[config.mk]
export PLATFORM = sky130hd
export DESIGN_NAME = ram_block_mover_flat
export DESIGN_NICKNAME = d
export VERILOG_FILES = /design/src/rtl/ram_block_mover_pkg.sv /design/src/rtl/ram_block_mover_if.sv /design/src/rtl/ram_block_mover.sv /design/src/flat_wrapper.sv
export SDC_FILE = /design/constraint.sdc
export NUM_CORES = 1
export LEC_CHECK = 0
export CORE_MARGIN = 2
export CORE_UTILIZATION = 30
export CTS_CLUSTER_DIAMETER = 30
export DETAILED_ROUTE_END_ITERATION = 16
export SKIP_CTS_REPAIR_TIMING = 1
export SYNTH_ARGS = -nofsm -noshare
export SYNTH_HDL_FRONTEND = slang
export SYNTH_SLANG_ARGS = --single-unit
[constraint.sdc]
create_clock -name clk -period 5.6 [get_ports clk]
set_input_delay 1.12 -clock clk [delete_from_list [all_inputs] [get_ports clk]]
set_output_delay 1.12 -clock clk [all_outputs]
set_load 0.01 [all_outputs]
[src/rtl/ram_block_mover_pkg.sv]
// Shared encodings and default geometry for the block mover and the 32x8 RAM it drives.
package ram_block_mover_pkg;

  localparam int ADDR_W_DEF = 5;
  localparam int DATA_W_DEF = 8;

  typedef enum logic [1:0] {
    OP_READ  = 2'b00,
    OP_WRITE = 2'b01,
    OP_FILL  = 2'b10,
    OP_COPY  = 2'b11
  } op_e;

  typedef enum logic [2:0] {
    ST_IDLE = 3'd0,
    ST_RD   = 3'd1,
    ST_CAP  = 3'd2,
    ST_WR   = 3'd3,
    ST_FIN  = 3'd4
  } state_e;

endpackage

[src/rtl/ram_block_mover_if.sv]
// Command/response channel between the CPU datapath (master) and the block mover (slave).
interface ram_block_mover_if #(
  parameter int ADDR_W = 5,
  parameter int DATA_W = 8,
  parameter int LEN_W  = ADDR_W + 1
);
  logic              cmd_valid;
  logic              cmd_ready;
  logic [1:0]        cmd_op;
  logic [ADDR_W-1:0] cmd_dst;
  logic [ADDR_W-1:0] cmd_src;
  logic [LEN_W-1:0]  cmd_len;
  logic [DATA_W-1:0] cmd_data;
  logic              rsp_valid;
  logic [DATA_W-1:0] rsp_data;
  logic              done;

  modport master (
    output cmd_valid, cmd_op, cmd_dst, cmd_src, cmd_len, cmd_data,
    input  cmd_ready, rsp_valid, rsp_data, done
  );

  modport slave (
    input  cmd_valid, cmd_op, cmd_dst, cmd_src, cmd_len, cmd_data,
    output cmd_ready, rsp_valid, rsp_data, done
  );
endinterface

[src/rtl/ram_block_mover.sv]
// Sole initiator on the synchronous RAM port: runs READ/WRITE/FILL/COPY commands as
// sequences of single-word accesses, all outputs registered.
module ram_block_mover
  import ram_block_mover_pkg::*;
#(
  parameter int ADDR_W = ADDR_W_DEF,
  parameter int DATA_W = DATA_W_DEF,
  parameter int LEN_W  = ADDR_W + 1
) (
  input  logic              clk,
  input  logic              reset_n,
  ram_block_mover_if.slave  cmd,
  output logic              ram_cs,
  output logic              ram_we,
  output logic [ADDR_W-1:0] ram_addr,
  output logic [DATA_W-1:0] ram_wdata,
  input  logic [DATA_W-1:0] ram_rdata
);

  state_e            state_q, state_d;
  op_e               op_q, op_d;
  logic [ADDR_W-1:0] dst_q, dst_d;
  logic [ADDR_W-1:0] src_q, src_d;
  logic [LEN_W-1:0]  cnt_q, cnt_d;
  logic [DATA_W-1:0] data_q, data_d;

  logic              cmd_ready_q, cmd_ready_d;
  logic              rsp_valid_q, rsp_valid_d;
  logic [DATA_W-1:0] rsp_data_q, rsp_data_d;
  logic              done_q, done_d;
  logic              ram_cs_q, ram_cs_d;
  logic              ram_we_q, ram_we_d;
  logic [ADDR_W-1:0] ram_addr_q, ram_addr_d;
  logic [DATA_W-1:0] ram_wdata_q, ram_wdata_d;

  op_e               cmd_op_in;
  assign cmd_op_in = op_e'(cmd.cmd_op);

  // Output registers are loaded with the values belonging to the state being entered,
  // so cnt_q counts the words still to go after the access currently on the bus.
  always_comb begin
    state_d     = state_q;
    op_d        = op_q;
    dst_d       = dst_q;
    src_d       = src_q;
    cnt_d       = cnt_q;
    data_d      = data_q;
    cmd_ready_d = 1'b0;
    rsp_valid_d = 1'b0;
    rsp_data_d  = rsp_data_q;
    done_d      = 1'b0;
    ram_cs_d    = 1'b0;
    ram_we_d    = 1'b0;
    ram_addr_d  = '0;
    ram_wdata_d = '0;

    unique case (state_q)
      ST_IDLE: begin
        cmd_ready_d = 1'b1;
        if (cmd.cmd_valid) begin
          cmd_ready_d = 1'b0;
          op_d        = cmd_op_in;
          dst_d       = cmd.cmd_dst;
          src_d       = cmd.cmd_src;
          data_d      = cmd.cmd_data;
          cnt_d       = cmd.cmd_len - LEN_W'(1);
          unique case (cmd_op_in)
            OP_READ: begin
              state_d    = ST_RD;
              ram_cs_d   = 1'b1;
              ram_addr_d = cmd.cmd_dst;
            end
            OP_WRITE: begin
              state_d     = ST_WR;
              ram_cs_d    = 1'b1;
              ram_we_d    = 1'b1;
              ram_addr_d  = cmd.cmd_dst;
              ram_wdata_d = cmd.cmd_data;
            end
            OP_FILL: begin
              if (cmd.cmd_len == '0) begin
                state_d = ST_FIN;
                done_d  = 1'b1;
              end else begin
                state_d     = ST_WR;
                ram_cs_d    = 1'b1;
                ram_we_d    = 1'b1;
                ram_addr_d  = cmd.cmd_dst;
                ram_wdata_d = cmd.cmd_data;
                dst_d       = cmd.cmd_dst + ADDR_W'(1);
              end
            end
            OP_COPY: begin
              if (cmd.cmd_len == '0) begin
                state_d = ST_FIN;
                done_d  = 1'b1;
              end else begin
                state_d    = ST_RD;
                ram_cs_d   = 1'b1;
                ram_addr_d = cmd.cmd_src;
                src_d      = cmd.cmd_src + ADDR_W'(1);
              end
            end
            default: ;
          endcase
        end
      end

      ST_RD: begin
        state_d = ST_CAP;
      end

      // RAM output is valid this cycle; it lands straight in the response or write-data register.
      ST_CAP: begin
        if (op_q == OP_READ) begin
          state_d     = ST_FIN;
          rsp_valid_d = 1'b1;
          rsp_data_d  = ram_rdata;
          done_d      = 1'b1;
        end else begin
          state_d     = ST_WR;
          ram_cs_d    = 1'b1;
          ram_we_d    = 1'b1;
          ram_addr_d  = dst_q;
          ram_wdata_d = ram_rdata;
          dst_d       = dst_q + ADDR_W'(1);
        end
      end

      ST_WR: begin
        if (op_q == OP_WRITE || cnt_q == '0) begin
          state_d = ST_FIN;
          done_d  = 1'b1;
        end else begin
          cnt_d = cnt_q - LEN_W'(1);
          if (op_q == OP_FILL) begin
            state_d     = ST_WR;
            ram_cs_d    = 1'b1;
            ram_we_d    = 1'b1;
            ram_addr_d  = dst_q;
            ram_wdata_d = data_q;
            dst_d       = dst_q + ADDR_W'(1);
          end else begin
            state_d    = ST_RD;
            ram_cs_d   = 1'b1;
            ram_addr_d = src_q;
            src_d      = src_q + ADDR_W'(1);
          end
        end
      end

      ST_FIN: begin
        state_d     = ST_IDLE;
        cmd_ready_d = 1'b1;
      end

      default: begin
        state_d = ST_IDLE;
      end
    endcase
  end

  always_ff @(posedge clk or negedge reset_n) begin
    if (!reset_n) begin
      state_q     <= ST_IDLE;
      op_q        <= OP_READ;
      dst_q       <= '0;
      src_q       <= '0;
      cnt_q       <= '0;
      data_q      <= '0;
      cmd_ready_q <= 1'b1;
      rsp_valid_q <= 1'b0;
      rsp_data_q  <= '0;
      done_q      <= 1'b0;
      ram_cs_q    <= 1'b0;
      ram_we_q    <= 1'b0;
      ram_addr_q  <= '0;
      ram_wdata_q <= '0;
    end else begin
      state_q     <= state_d;
      op_q        <= op_d;
      dst_q       <= dst_d;
      src_q       <= src_d;
      cnt_q       <= cnt_d;
      data_q      <= data_d;
      cmd_ready_q <= cmd_ready_d;
      rsp_valid_q <= rsp_valid_d;
      rsp_data_q  <= rsp_data_d;
      done_q      <= done_d;
      ram_cs_q    <= ram_cs_d;
      ram_we_q    <= ram_we_d;
      ram_addr_q  <= ram_addr_d;
      ram_wdata_q <= ram_wdata_d;
    end
  end

  assign cmd.cmd_ready = cmd_ready_q;
  assign cmd.rsp_valid = rsp_valid_q;
  assign cmd.rsp_data  = rsp_data_q;
  assign cmd.done      = done_q;
  assign ram_cs        = ram_cs_q;
  assign ram_we        = ram_we_q;
  assign ram_addr      = ram_addr_q;
  assign ram_wdata     = ram_wdata_q;

endmodule

[src/flat_wrapper.sv]
// flat-port wrapper written by rule: the top's interface ports become plain ports
module ram_block_mover_flat import ram_block_mover_pkg::*;
#(
  parameter int ADDR_W = ADDR_W_DEF,
  parameter int DATA_W = DATA_W_DEF,
  parameter int LEN_W  = ADDR_W + 1
)
  (clk, reset_n, ram_cs, ram_we, ram_addr, ram_wdata, ram_rdata, cmd_cmd_valid, cmd_cmd_op, cmd_cmd_dst, cmd_cmd_src, cmd_cmd_len, cmd_cmd_data, cmd_cmd_ready, cmd_rsp_valid, cmd_rsp_data, cmd_done);
  ram_block_mover_if #(.ADDR_W(ADDR_W), .DATA_W(DATA_W), .LEN_W(LEN_W)) cmd_i ();
  input  logic clk;
  input  logic reset_n;
  output logic ram_cs;
  output logic ram_we;
  output logic [ADDR_W-1:0] ram_addr;
  output logic [DATA_W-1:0] ram_wdata;
  input  logic [DATA_W-1:0] ram_rdata;
  input wire logic [$bits(cmd_i.cmd_valid)-1:0] cmd_cmd_valid;
  input wire logic [$bits(cmd_i.cmd_op)-1:0] cmd_cmd_op;
  input wire logic [$bits(cmd_i.cmd_dst)-1:0] cmd_cmd_dst;
  input wire logic [$bits(cmd_i.cmd_src)-1:0] cmd_cmd_src;
  input wire logic [$bits(cmd_i.cmd_len)-1:0] cmd_cmd_len;
  input wire logic [$bits(cmd_i.cmd_data)-1:0] cmd_cmd_data;
  output wire logic [$bits(cmd_i.cmd_ready)-1:0] cmd_cmd_ready;
  output wire logic [$bits(cmd_i.rsp_valid)-1:0] cmd_rsp_valid;
  output wire logic [$bits(cmd_i.rsp_data)-1:0] cmd_rsp_data;
  output wire logic [$bits(cmd_i.done)-1:0] cmd_done;
  assign cmd_i.cmd_valid = cmd_cmd_valid;
  assign cmd_i.cmd_op = cmd_cmd_op;
  assign cmd_i.cmd_dst = cmd_cmd_dst;
  assign cmd_i.cmd_src = cmd_cmd_src;
  assign cmd_i.cmd_len = cmd_cmd_len;
  assign cmd_i.cmd_data = cmd_cmd_data;
  assign cmd_cmd_ready = cmd_i.cmd_ready;
  assign cmd_rsp_valid = cmd_i.rsp_valid;
  assign cmd_rsp_data = cmd_i.rsp_data;
  assign cmd_done = cmd_i.done;
  ram_block_mover #(.ADDR_W(ADDR_W), .DATA_W(DATA_W), .LEN_W(LEN_W)) u_core (.clk(clk), .reset_n(reset_n), .cmd(cmd_i), .ram_cs(ram_cs), .ram_we(ram_we), .ram_addr(ram_addr), .ram_wdata(ram_wdata), .ram_rdata(ram_rdata));
endmodule
==> impl_metrics.env, run 1 <==
export IMPL_outcome="completed"
export IMPL_fillerInstances=999
export IMPL_clkLatencyLatePin_ns=0.31
export IMPL_skew_ns=0.00755
export IMPL_tightest_slew_ns=1.00
export IMPL_hold_path_end="u_core.data_q[6]"
export IMPL_boundaryPins=63
export IMPL_mappedNetlistArea_sq_mm=0.00306
export IMPL_power_density_mw_per_mm2=471
export IMPL_crit_path_end_kind="flip-flop"
export IMPL_globalRouteOverflowTotal=0
export IMPL_drive_above_1_share=0.0894
export IMPL_postSynthCellCount=312
export IMPL_synth_distinct_cells=55
export IMPL_cp_start_kind="primary input"
export IMPL_synth_flop_cell="dfrtp_1"
export IMPL_slowest_stage="or4_4"
export IMPL_drtIter0Drc=149
export IMPL_start_util=0.311
export IMPL_fmax_mhz=314
export IMPL_worst_r2r_path_depth=5
export IMPL_finalHoldViolCount=0
export IMPL_hold_path_class="reg -> reg"
export IMPL_r2r_start="u_core.state_q[0]"
export IMPL_cts_made_buffers=5
export IMPL_clockBufferDepth=2
export IMPL_cp_num_buf_inv=2
export IMPL_whs_ns=0.488
export IMPL_drtAntennaViolNets=0
export IMPL_synth_enable_flop_cells=0
export IMPL_die_area_sq_mm=0.0110
export IMPL_slew_violations=0
export IMPL_n_antenna_cell=0
export IMPL_vdd_ir_drop_max_mv=0.184
export IMPL_period_minus_slack_ns=3.18
export IMPL_critPathArrivalTime_ns=3.38
export IMPL_h_tree_depth=2
export IMPL_avgRoutedWirePerCell_um=15.3
export IMPL_finalSetupTns_ns=0
export IMPL_synth_compound_area_frac=0.209
export IMPL_dp_hpwl_um=5570
export IMPL_worstHoldStart="u_core.data_q[6]"
export IMPL_layout_commonest_cell="clkdlybuf4s50_1"
export IMPL_die_w_um=105
export IMPL_cts_sink_count=55
export IMPL_synth_simple_gate_area_frac=0.178
export IMPL_slew_headroom=0.328
export IMPL_grt_usage=0.143
export IMPL_port_buffers=62
export IMPL_cts_tree="built"
export IMPL_seq_area_sq_mm=0.00138
export IMPL_synth_mux_area_fraction=0.0606
export IMPL_coreArea_sq_mm=0.00982
export IMPL_hold_depth=2
export IMPL_finalCritPeriodShare=0.568
export IMPL_regToRegSetupSlack_ns=3.05
export IMPL_vias=2575
export IMPL_remaining_drc_errors=0
export IMPL_ys_seq_area_frac=0.450
export IMPL_synth_nets=360
export IMPL_r2r_end="u_core.src_q[4]"
export IMPL_rsz0062_at_grt="no"
export IMPL_synth_top_family_by_area="compound AO/OA/AOI/OAI gates"
export IMPL_cp_required_ns=5.80
export IMPL_async_reset_ff_frac=1.00
export IMPL_routed_wl_um=7680
export IMPL_grt_pass1_wl_um=12900
export IMPL_ys_ff_latch=55
export IMPL_layout_nets=416
export IMPL_yosys_warnings=0
export IMPL_max_stage_delay_ns=0.65
export IMPL_cp_cell_sequence="clkdlybuf4s50_1 > or4_4 > nor3_4 > inv_2 > ha_1 > a211oi_1 > a21oi_1 > mux2_2"
export IMPL_rows=36
export IMPL_synth_xor_area_share=0.0229
export IMPL_drtPass1Iterations=4
export IMPL_setup_viol=0
export IMPL_grt_pass1_vias=2489
export IMPL_antenna_found_initial=0
export IMPL_cp_num_cells=8
export IMPL_crit_family="simple AND/OR/NAND/NOR gates"
export IMPL_root_buffer="clkbuf_8"
export IMPL_die_h_um=105
export IMPL_gp_congestion=0.830
export IMPL_synth_avg_cell_area_sq_um=9.80
export IMPL_cap_violations=0
export IMPL_p_leak_nw=1.68
export IMPL_grt_max_degree=56
export IMPL_vias_per_cell=5.13
export IMPL_multi_input_area_sq_mm=0.00158
export IMPL_cp_max_fo=9
export IMPL_crit_type="in -> reg"
export IMPL_synth_fa_ha_area_frac=0.0450
export IMPL_final_cell_mix="clkdlybuf4s50_1 (61), dfrtp_1 (54), nand2_1 (45)"
export IMPL_clk_pin_slew_ns=0.10
export IMPL_syn_to_final_growth_pct=27.0
[per-layer routing]
layer	wire (um)	vias to the layer above	track usage	part of all wire
li1	-	1260	-	-
met2	3820	50	0.233	0.50
met3	239	4	0.0206	0.031
met1	3540	1261	0.200	0.46
met5	0	-	0	0
met4	80	0	0.0371	0.010
[power by group]
part	total (W)	leakage, nW	switching (W)	internal [W]
sequential	0.000740	0.678	0.000160	0.000580
clock	0.000234	0.0463	0.000142	0.0000922
combinational	0.000857	0.959	0.000436	0.000421
total	0.00183	1.68	0.000738	0.00109
[flip-flops by register name, summed over array words and instances (netlist names), 2 cells and up]
signal,flops
u_core.src_q,5
u_core.cmd.rsp_data,8
u_core.state_q,3
u_core.ram_addr,5
u_core.cnt_q,6
u_core.ram_wdata,8
u_core.dst_q,5
u_core.data_q,8
u_core.op_q,2
[final cells by class]
| class | instances | area share |
|---|---|---|
| sequential | 55 | 0.355 |
| clock inverter | 3 | 0.00709 |
| clock buffer | 5 | 0.0177 |
| multi-input combinational | 234 | 0.408 |
| inverter | 8 | 0.00773 |
| tap | 133 | 0.0428 |
| timing repair buffer | 64 | 0.162 |
[kinds of logic (layout without fill, tap and decap cells)]
kind of cell | after synthesis | in the layout
buffers and inverters | 23 | 80
AOI/OAI and AO/OA | 87 | 87
adders and majority gates | 11 | 11
and+or+nand+nor | 111 | 111
xor gates and xnor gates | 8 | 8
DFF | 55 | 55
muxes | 17 | 17
[worst register-to-register path, stage by stage, from the launching register on]
cell and delay [ns]:
dfrtp_1 0.57, nand3b_1 0.56, a211oi_2 0.77, nor2_1 0.22, a22oi_1 0.19, o21ai_0 0.11
[worst max path at each step]
stage | startpoint | endpoint | slack [ns]
after global routing | cmd_cmd_len[1] | u_core.dst_q[0] | 2.29
after detailed placement | cmd_cmd_len[1] | u_core.dst_q[0] | 2.10
after CTS | cmd_cmd_len[1] | u_core.dst_q[0] | 2.43
after floorplan | cmd_cmd_len[1] | u_core.dst_q[0] | 2.67
after global placement | cmd_cmd_len[1] | u_core.dst_q[0] | 2.15
final | cmd_cmd_len[1] | u_core.dst_q[0] | 2.42
[cell usage after synthesis (2+ instances only)]
master	count	share of area
dfrtp_1	54	0.44
nand2_1	45	0.055
nor2_1	18	0.022
o21ai_0	17	0.028
a21oi_1	14	0.023
nor3_1	13	0.021
mux2_2	12	0.044
ha_1	11	0.045
a22o_1	10	0.029
nand3_1	10	0.016
a21o_1	8	0.020
clkbuf_1	8	0.0098
inv_1	7	0.0086
a22oi_1	6	0.015
buf_2	6	0.0098
mux2i_1	5	0.016
o31ai_1	5	0.012
xor2_1	5	0.014
a211oi_1	3	0.0074
a221o_1	3	0.0098
a32oi_1	3	0.0086
nand2b_1	3	0.0061
nor2b_1	3	0.0061
xnor2_1	3	0.0086
a211o_1	2	0.0057
and3_1	2	0.0041
and4_1	2	0.0057
nand4_1	2	0.0041
nor3_4	2	0.011
nor4_1	2	0.0041
o311a_1	2	0.0065
o311ai_0	2	0.0057
or4_1	2	0.0049
[per-stage QoR]
step,total power [W],setup slack (ns),std cells,cell area [sq um],utilization
detailed placement,0.00161,2.10,494,3790,0.386
global route,0.00197,2.29,502,3880,0.396
global placement,0.00159,2.15,494,3790,0.386
finish,0.00183,2.42,502,3880,0.396
floorplan,0.00127,2.67,312,3060,-
CTS,0.00185,2.43,502,3880,0.396
(Power assumes the default switching activity.)
==> run 2, diff against run 1 <==
==> constraint.sdc (replaced) <==
create_clock -name clk -period 3.1 [get_ports clk]
set_input_delay 0.62 -clock clk [delete_from_list [all_inputs] [get_ports clk]]
set_output_delay 0.62 -clock clk [all_outputs]
set_load 0.01 [all_outputs]
==> impl_metrics.env, run 2 (synthesis gave the netlist of run 1 again) <==
export IMPL_die_area_sq_mm=0.0110
export IMPL_cp_cell_sequence="clkdlybuf4s50_1 > or4_4 > nor3_4 > inv_2 > ha_1 > a211oi_1 > a21oi_1 > mux2_2"
export IMPL_gp_congestion=0.854
export IMPL_setup_viol=0
export IMPL_coreArea_sq_mm=0.00982
export IMPL_syn_to_final_growth_pct=29.1
export IMPL_drtIter0Drc=148
export IMPL_skew_ns=0.00853
export IMPL_cp_num_buf_inv=2
export IMPL_root_buffer="clkbuf_8"
export IMPL_r2r_end="u_core.ram_wdata[1]"
export IMPL_finalNonFillerCells=509
export IMPL_port_buffers=62
export IMPL_finalSetupTns_ns=0
export IMPL_timing_critical_path_to="u_core.dst_q[0]"
export IMPL_cp_start_kind="primary input"
export IMPL_crit_family="simple AND/OR/NAND/NOR gates"
export IMPL_clk_pin_slew_ns=0.11
export IMPL_finalCritPeriodShare=0.831
export IMPL_slew_headroom=0.334
export IMPL_crit_start="cmd_cmd_len[1]"
export IMPL_clockBufferDepth=2
export IMPL_slew_violations=0
export IMPL_slowest_stage="or4_4"
export IMPL_drive_above_1_share=0.106
export IMPL_globalRouteOverflowTotal=0
export IMPL_layout_commonest_cell="clkdlybuf4s50_1"
export IMPL_fin_util=0.402
export IMPL_dp_cells=501
export IMPL_cp_num_cells=8
export IMPL_routed_wl_um=7830
export IMPL_r2r_start="u_core.state_q[0]"
export IMPL_die_w_um=105
export IMPL_crit_path_end_kind="flip-flop"
export IMPL_hold_path_class="in -> async"
export IMPL_drtPass1Iterations=4
export IMPL_vias=2601
export IMPL_die_h_um=105
export IMPL_rows=36
export IMPL_worst_r2r_path_depth=4
export IMPL_crit_type="in -> reg"
export IMPL_grt_pass1_vias=2548
export IMPL_grt_max_degree=29
export IMPL_vias_per_cell=5.11
export IMPL_cts_made_buffers=5
export IMPL_cp_required_ns=3.31
export IMPL_final_cell_mix="clkdlybuf4s50_1 (61), dfrtp_1 (54), nand2_1 (45)"
export IMPL_start_util=0.311
export IMPL_setup_slack_ns=0.524
export IMPL_drtAntennaViolNets=0
export IMPL_max_stage_delay_ns=0.59
export IMPL_cp_max_fo=5
export IMPL_boundaryPins=63
export IMPL_outcome="completed"
export IMPL_rsz0062_at_grt="no"
export IMPL_cts_sink_count=55
export IMPL_grt_pass1_wl_um=13000
export IMPL_fmax_mhz=388
export IMPL_critPathArrivalTime_ns=2.78
export IMPL_cts_tree="built"
export IMPL_avgRoutedWirePerCell_um=15.4
export IMPL_power_density_mw_per_mm2=847
export IMPL_vdd_ir_drop_max_mv=0.237
export IMPL_fillerInstances=1024
export IMPL_post_place_ws_ns=0.169
export IMPL_finalHoldViolCount=0
export IMPL_remaining_drc_errors=0
export IMPL_dp_hpwl_um=5850
export IMPL_tightest_slew_ns=0.992
export IMPL_layout_nets=423
export IMPL_h_tree_depth=2
export IMPL_p_leak_nw=1.72
export IMPL_antenna_found_initial=0
export IMPL_grt_usage=0.146
export IMPL_cap_violations=0
export IMPL_place_area_sq_mm=0.00385
export IMPL_n_antenna_cell=0
export IMPL_clkLatencyLatePin_ns=0.31
export IMPL_fin_area_sq_mm=0.00395
export IMPL_period_minus_slack_ns=2.58
export IMPL_regToRegSetupSlack_ns=0.78
-- run 2: power by group --
part / leakage [nW] / total, W / internal (W) / switching [W]
Combinational: 0.996 / 0.00159 / 0.000781 / 0.000807
Sequential: 0.678 / 0.00134 / 0.00105 / 0.000289
Clock: 0.0461 / 0.000420 / 0.000164 / 0.000256
-- run 2: worst reg2reg max path: stages (launching register included) --
cell      delay [ns]
dfrtp_1         0.58
nand3b_1        0.43
nor3_1          0.93
a22o_1          0.25
a21o_1          0.09
-- run 2: through the flow --
step / total power, W / hold WS (ns)
3_3_place_gp: 0.00290 / 0.458
5_1_grt: 0.00362 / 0.372
4_1_cts: 0.00337 / 0.354
2_1_floorplan: 0.00229 / 0.324
6_report: 0.00334 / 0.337
3_5_place_dp: 0.00294 / 0.467
-- run 2: how the worst min path moves through the flow --
stage,slack [ns],endpoint,from
after CTS,0.35,u_core.ram_addr[1],reset_n
after detailed placement,0.47,u_core.data_q[4],u_core.data_q[4]
final,0.34,u_core.ram_addr[3],reset_n
after floorplan,0.32,u_core.cmd.done,reset_n
after global placement,0.46,u_core.data_q[4],u_core.data_q[4]
after global routing,0.37,u_core.ram_addr[1],reset_n
-- run 2: cell type report --
class	instances	area (sq um)	share of cell area
clock buffers	5	68.8	0.0174
well taps	133	166	0.0422
inverters	8	30.0	0.00761
repair buffers	71	696	0.176
flip-flops and latches	55	1380	0.349
multi-input cells	234	1580	0.401
clock inverters	3	23.8	0.00602
-- run 2: routing by layer --
layer,vias up,GRT usage,share of wire
met5,-,0,0
met3,4,0.0212,0.045
met4,0,0.0457,0.0088
li1,1269,-,-
met1,1274,0.196,0.45
met2,54,0.243,0.50
==> run 3, diff against run 2 <==
==> constraint.sdc (replaced) <==
create_clock -name clk -period 2.35 [get_ports clk]
set_input_delay 0.47 -clock clk [delete_from_list [all_inputs] [get_ports clk]]
set_output_delay 0.47 -clock clk [all_outputs]
set_load 0.01 [all_outputs]
==> impl_metrics.env, run 3 (synthesis gave the netlist of run 1 again) <==
export IMPL_die_w_um=105
export IMPL_clkLatencyLatePin_ns=0.31
export IMPL_remaining_drc_errors=0
export IMPL_final_cell_mix="clkdlybuf4s50_1 (61), dfrtp_1 (54), nand2_1 (45)"
export IMPL_coreArea_sq_mm=0.00982
export IMPL_cp_start_kind="primary input"
export IMPL_dp_hpwl_um=5940
export IMPL_die_h_um=105
export IMPL_finalHoldViolCount=0
export IMPL_gp_congestion=0.814
export IMPL_layout_commonest_cell="clkdlybuf4s50_1"
export IMPL_h_tree_depth=2
export IMPL_setup_viol=0
export IMPL_grt_usage=0.143
export IMPL_period_minus_slack_ns=2.29
export IMPL_grt_pass1_vias=2578
export IMPL_drtAntennaViolNets=0
export IMPL_drive_above_1_share=0.171
export IMPL_rows=36
export IMPL_vdd_ir_drop_max_mv=0.311
export IMPL_tightest_slew_ns=0.965
export IMPL_clk_pin_slew_ns=0.10
export IMPL_cts_made_buffers=5
export IMPL_fillerInstances=968
export IMPL_grt_max_degree=34
export IMPL_fmax_mhz=436
export IMPL_skew_ns=0.00553
export IMPL_drtIter0Drc=133
export IMPL_die_area_sq_mm=0.0110
export IMPL_layout_nets=445
export IMPL_port_buffers=62
export IMPL_drtPass1Iterations=4
export IMPL_dp_cells=523
export IMPL_p_leak_nw=1.84
export IMPL_boundaryPins=63
export IMPL_clockBufferDepth=2
export IMPL_globalRouteOverflowTotal=0
export IMPL_grt_pass1_wl_um=12700
export IMPL_root_buffer="clkbuf_8"
export IMPL_slew_violations=0
export IMPL_routed_wl_um=7860
export IMPL_finalCritPeriodShare=0.976
export IMPL_antenna_found_initial=0
export IMPL_cp_required_ns=2.56
export IMPL_start_util=0.311
export IMPL_power_density_mw_per_mm2=1110
export IMPL_vias_per_cell=5.05
export IMPL_cts_sink_count=55
export IMPL_syn_to_final_growth_pct=36.5
export IMPL_finalSetupTns_ns=0
export IMPL_rsz0062_at_grt="yes"
export IMPL_hold_path_class="in -> async"
export IMPL_outcome="completed"
export IMPL_vias=2681
export IMPL_total_power_w=0.00465
export IMPL_critPathArrivalTime_ns=2.50
export IMPL_slew_headroom=0.352
export IMPL_crit_path_end_kind="flip-flop"
export IMPL_cp_max_fo=6
export IMPL_fin_util=0.425
export IMPL_cts_tree="built"
export IMPL_crit_type="in -> reg"
export IMPL_n_antenna_cell=0
export IMPL_whs_ns=0.134
export IMPL_avgRoutedWirePerCell_um=14.8
export IMPL_cap_violations=0
export IMPL_finalNonFillerCells=531
## run 3: changes by cell type in the layout (fill, tap and decap cells not counted), sizes merged
cell	delta
buf	+22
clkbuf	+1
clkinvlp	-1
clkinv	-1
bufinv	+1
## run 3: through the flow
step	setup WS, ns	area (sq um)
detailed placement	-0.331	4020
finish	0.0562	4180
CTS	0.00734	4130
global placement	-0.308	4020
floorplan	0.0718	3060
global route	-0.0402	4180
## run 3: path summary, 6_finish.rpt
| kind | from | endpoint | slack, ns | cells past startpoint |
|---|---|---|---|---|
| setup / recovery | cmd_cmd_len[1] | u_core.dst_q[1] | 0.06 | 7 |
| hold / removal | reset_n | u_core.src_q[1] | 0.13 | 1 |
| setup reg to reg | u_core.state_q[2] | u_core.cnt_q[3] | 0.26 | 4 |
| hold reg to reg | u_core.data_q[1] | u_core.data_q[1] | 0.49 | 2 |
| max in group asynchronous | reset_n | u_core.ram_wdata[7] | 1.64 | 2 |
| min in group clk | u_core.data_q[1] | u_core.data_q[1] | 0.49 | 2 |
## run 3: per-layer routing
| metal | part of all wire | GRT usage | vias to the layer above |
|---|---|---|---|
| met5 | 0 | 0 | - |
| met4 | 0.016 | 0.0476 | 0 |
| met3 | 0.039 | 0.0231 | 9 |
| met2 | 0.49 | 0.239 | 57 |
| met1 | 0.46 | 0.187 | 1296 |
| li1 | - | - | 1319 |
## run 3: layout make-up
| class | instances | area, sq um | share of cell area |
|---|---|---|---|
| clock buffers | 6 | 72.6 | 0.0174 |
| clock inverters | 2 | 38.8 | 0.00929 |
| multi-input cells | 234 | 1630 | 0.390 |
| inverters | 8 | 30.0 | 0.00719 |
| well taps | 133 | 166 | 0.0399 |
| repair buffers | 93 | 861 | 0.206 |
| flip-flops and latches | 55 | 1380 | 0.330 |
## run 3: power by group
| group | leakage (nW) | internal [W] | switching (W) |
|---|---|---|---|
| sequential | 0.678 | 0.00138 | 0.000346 |
| combinational | 1.11 | 0.00116 | 0.00111 |
| clock | 0.0558 | 0.000323 | 0.000326 |
## run 3: worst max-delay path, cell delays in order
cell,delay (ns)
clkdlybuf4s50_1,0.42
or4_4,0.59
buf_4,0.19
o31ai_2,0.25
mux2i_1,0.23
a21oi_1,0.09
mux2_2,0.26
